[src/rtl/fsm1_din_conditioner.sv]
// Din conditioner for the Ch-8 sequence detectors: 2-flop synchroniser, debounce FSM,
// one pulse per accepted rising edge, saturating pulse count. FSM1_DIN_GLITCH_COUNT_EN adds Glitch_count.
module fsm1_din_conditioner #(
  parameter int unsigned DEBOUNCE_CYCLES = 4,
  parameter int unsigned CNT_W           = 8
) (
  input  logic             Clock,
  input  logic             Reset,
  input  logic             Raw_in,
  input  logic             Enable,
  output logic             Pulse_out,
  output logic             Level_out,
  output logic [CNT_W-1:0] Pulse_count
`ifdef FSM1_DIN_GLITCH_COUNT_EN
  ,
  output logic [CNT_W-1:0] Glitch_count
`endif
);

  localparam int unsigned DW = $clog2(DEBOUNCE_CYCLES + 1);
  localparam logic [DW-1:0]    CNT_ONE = DW'(1);
  localparam logic [CNT_W-1:0] PC_ONE  = CNT_W'(1);

  typedef enum logic [1:0] {
    IDLE_LOW,
    ARMING_HIGH,
    STABLE_HIGH,
    ARMING_LOW
  } state_t;

  state_t          state, state_d;
  logic            s1, s;
  logic [DW-1:0]   cnt, cnt_d;
  logic            pulse_d, level_d, glitch, done;

  // The sample that triggers entry into an arming state counts as the first stable sample.
  always_comb begin
    done = (({{(32-DW){1'b0}}, cnt} + 32'd2) >= DEBOUNCE_CYCLES);
  end

  always_comb begin
    state_d = state;
    cnt_d   = cnt;
    glitch  = 1'b0;
    if (!Enable) begin
      state_d = IDLE_LOW;
      cnt_d   = '0;
    end else begin
      case (state)
        IDLE_LOW: begin
          if (s) begin
            state_d = ARMING_HIGH;
            cnt_d   = '0;
          end
        end
        ARMING_HIGH: begin
          if (!s) begin
            state_d = IDLE_LOW;
            cnt_d   = '0;
            glitch  = 1'b1;
          end else if (done) begin
            state_d = STABLE_HIGH;
            cnt_d   = '0;
          end else begin
            cnt_d = cnt + CNT_ONE;
          end
        end
        STABLE_HIGH: begin
          if (!s) begin
            state_d = ARMING_LOW;
            cnt_d   = '0;
          end
        end
        ARMING_LOW: begin
          if (s) begin
            state_d = STABLE_HIGH;
            cnt_d   = '0;
            glitch  = 1'b1;
          end else if (done) begin
            state_d = IDLE_LOW;
            cnt_d   = '0;
          end else begin
            cnt_d = cnt + CNT_ONE;
          end
        end
        default: begin
          state_d = IDLE_LOW;
          cnt_d   = '0;
        end
      endcase
    end
    pulse_d = (state == ARMING_HIGH) && (state_d == STABLE_HIGH);
    level_d = (state_d == STABLE_HIGH) || (state_d == ARMING_LOW);
  end

  always_ff @(posedge Clock) begin
    if (Reset) begin
      s1          <= 1'b0;
      s           <= 1'b0;
      state       <= IDLE_LOW;
      cnt         <= '0;
      Pulse_out   <= 1'b0;
      Level_out   <= 1'b0;
      Pulse_count <= '0;
    end else begin
      s1        <= Raw_in;
      s         <= s1;
      state     <= state_d;
      cnt       <= cnt_d;
      Pulse_out <= pulse_d;
      Level_out <= level_d;
      if (pulse_d && (Pulse_count != '1)) begin
        Pulse_count <= Pulse_count + PC_ONE;
      end
    end
  end

`ifdef FSM1_DIN_GLITCH_COUNT_EN
  always_ff @(posedge Clock) begin
    if (Reset) begin
      Glitch_count <= '0;
    end else if (glitch && (Glitch_count != '1)) begin
      Glitch_count <= Glitch_count + PC_ONE;
    end
  end
`else
  logic unused_glitch;
  always_comb unused_glitch = glitch;
`endif

endmodule

[config.mk]
export PLATFORM = sky130hd
export DESIGN_NAME = fsm1_din_conditioner
export DESIGN_NICKNAME = d
export VERILOG_FILES = /design/src/rtl/fsm1_din_conditioner.sv
export SDC_FILE = /design/constraint.sdc
export NUM_CORES = 1
export LEC_CHECK = 0
export BUFFER_PORTS_ARGS = -buffer_cell sky130_fd_sc_hd__buf_4
export CORE_UTILIZATION = 35
export CTS_CLUSTER_SIZE = 40
export DETAILED_ROUTE_END_ITERATION = 8
export SYNTH_ARGS = -nofsm -noshare
export SYNTH_HDL_FRONTEND = slang
export SYNTH_SLANG_ARGS = --single-unit
export TNS_END_PERCENT = 100
[constraint.sdc]
create_clock -name Clock -period 1.5 [get_ports Clock]
set_clock_uncertainty 0.1 [all_clocks]
set_input_delay 0 -clock Clock [delete_from_list [all_inputs] [get_ports Clock]]
set_output_delay 0 -clock Clock [all_outputs]
set_load 0.03 [all_outputs]
==> out/metrics.yaml <==
worstPathRequired_ps: 1630
r2r_slack_ps: 8
min_period_ps: 1490
vdd_ir_drop_max_mv: 0.512
crit_fanout: 6
crit_arrival_ps: 1620
synth_sequential_area_ratio_pct: 47.1
leakagePower_nw: 0.403
powerDensity_mw_per_mm2: 731
post-route-period-util_pct: 99.5
grt_max_degree: 12
synth_edf_count: 0
yosysWarnings: 0
rsz0062_at_grt: "yes"
fmax_ghz: 0.670
via_count: 619
netlist.area_leader.share_pct: 47.1
diodes: 0
die_y_um: 47.4
syn_avg_cell_area_um2: 9.76
row_count: 16
setup_viol: 0
antenna_found_initial: 0
numCtsBuffers: 3
start_util_pct: 37.2
ant_nets: 0
coreArea_mm2: 0.00194
setup_ws_ps: 7.85
routed_wl_um: 1350
synth_cells: 74
track_usage_pct: 14.2
drtIter0Drc: 1
pre_cts_ws_ps: 16.8
grt_pass1_vias: 536
ctsLongestPathBuffers: 2
endpoint_kind: "flop"
dieWidth_um: 47.4
synth-seq-cells: 17
wl_per_cell_um: 10.6
drv_cap: 0
r2r-end: "Pulse_count[7]"
final_area_mm2: 0.00101
syn_nets: 80
root_buffer: "clkbuf_4"
tritoncts: "yes"
slew_violations: 0
worstSetupStartpointType: "flop"
grt_pass1_wl_um: 2160
worstSetupEndpoint: "Pulse_count[7]"
tightest_slew_ps: 291
firstDrtPassIters: 2
gp_congestion: 0.715
async_reset_ff_share_pct: 0
min-delay-start: "s1"
grt_overflow: 0
reg2reg_from: "Pulse_count[1]"
crit_type: "reg2reg"
ios: 14
clk_pin_slew_ps: 110
ys_top_cells_by_area: "dfxtp_1, nor2_1, mux2i_1, o2111ai_4, xor2_1"
worstSkewPairLatency_ps: 290
route.detailed.drc: 0
status: "finished clean"
placed_area_um2: 920
cts.sinks: 17
place_hpwl_um: 942
rr_worst_depth: 5
synth_commonest_cells: "dfxtp_1, nor2_1, a21oi_1"
critPathLaunch: "Pulse_count[1]"
hold_viol_final: 0
dieArea_mm2: 0.00225
synthFlopType: "dfxtp_1"
power_mw: 0.739
syn-cell-area_um2: 722
port_buffers: 13
layout-drive-gt1-share_pct: 37.6
max-slew-margin-rel_pct: 80.5
final_nets: 108
cts_max_level: 1
yosys.area.top_type: "dfxtp_1"
area_delta_synth_final_pct: 40.0
yosysUniqueCellTypes: 29
vias_per_cell: 4.84
yosys.cell_count.top_type: "dfxtp_1"
hold_path_class: "reg2reg"
[routing by layer]
metal | up-vias | wire (um) | part of all wire (%) | global-route usage (%)
li1 | 321 | - | - | -
met1 | 285 | 623 | 46 | 16.2
met3 | 4 | 38 | 2.8 | 2.26
met4 | 0 | 26 | 1.9 | 10.3
met2 | 9 | 662 | 49 | 23.8
met5 | - | 0 | 0 | 0
[cell usage in the layout (no fill, tap or decap), types with 2 or more instances in the layout]
cell / n
buf_4: 20
nor2_1: 12
dfxtp_1: 9
dfxtp_2: 6
a21oi_1: 4
dlygate4sd3_1: 4
o21ai_0: 3
or3_1: 3
xor2_1: 3
mux2i_1: 3
clkbuf_4: 3
dfxtp_4: 2
nand3_1: 2
and3_1: 2
nand2_1: 2
nor2b_1: 2
a22oi_1: 2
[state kept, by name (all words and copies together), names as in the netlist]
signal / flops
state: 2
Pulse_count: 8
Level_out: 1
cnt: 3
s: 1
s1: 1
Pulse_out: 1
[final cells by class]
| type | instances | area, um^2 |
|---|---|---|
| Clock buffer | 3 | 22.5 |
| Inverter | 1 | 3.75 |
| Clock inverter | 1 | 6.26 |
| Sequential cell | 17 | 355 |
| Fill cell | 196 | 931 |
| Timing Repair Buffer | 24 | 190 |
| Tap cell | 27 | 33.8 |
| Multi-Input combinational cell | 55 | 399 |
[through the flow]
step                      hold slack [ps]  utilization, %  setup TNS [ps]  cells
after detailed placement              131            47.4               0    118
after global routing                  385            52.1           -68.3    128
after floorplan                      28.2               -               0     74
after global placement                127            47.4               0    118
final                                 354            52.1               0    128
after CTS                             359            52.1               0    128
[worst max-delay path, stage by stage, from the launching register on]
cell and delay [ps]:
dfxtp_4 370, ha_4 170, nand3_4 100, o2111ai_4 130, or4_1 410, a21oi_1 140
[report_power, final]
group          internal, mW  total (mW)  switching (mW)
logic                0.0170      0.0303          0.0133
registers             0.450       0.451         0.00105
clock network         0.103       0.257           0.154
total                 0.570       0.739           0.168
[timing repair]
| action | 4_1_cts | 5_1_grt |
|---|---|---|
| resized for setup | 1 | 0 |
| endpoints found under the setup margin | 1 | 2 |
| pin swaps | 0 | 1 |
| hold buffers | 4 | 0 |
| hold endpoints to repair | 13 | 0 |
| setup buffers | 2 | 0 |
[cells by family after synthesis]
family,Yosys count,synth area share [%]
buf+inv,2,1.04
mux,3,4.16
fa+ha+maj,2,3.47
compound gates,14,15.1
xor+xnor,4,4.85
simple gates,32,24.3
flops,17,47.1
[worst min path at each step]
stage / endpoint / slack [ps] / cells after the start
after floorplan: s1 / 30 / 1
after global routing: s / 380 / 1
after detailed placement: s1 / 130 / 2
after global placement: s1 / 130 / 2
after CTS: s / 360 / 1
final: s / 350 / 1
Power figures use the tool's default switching activity.
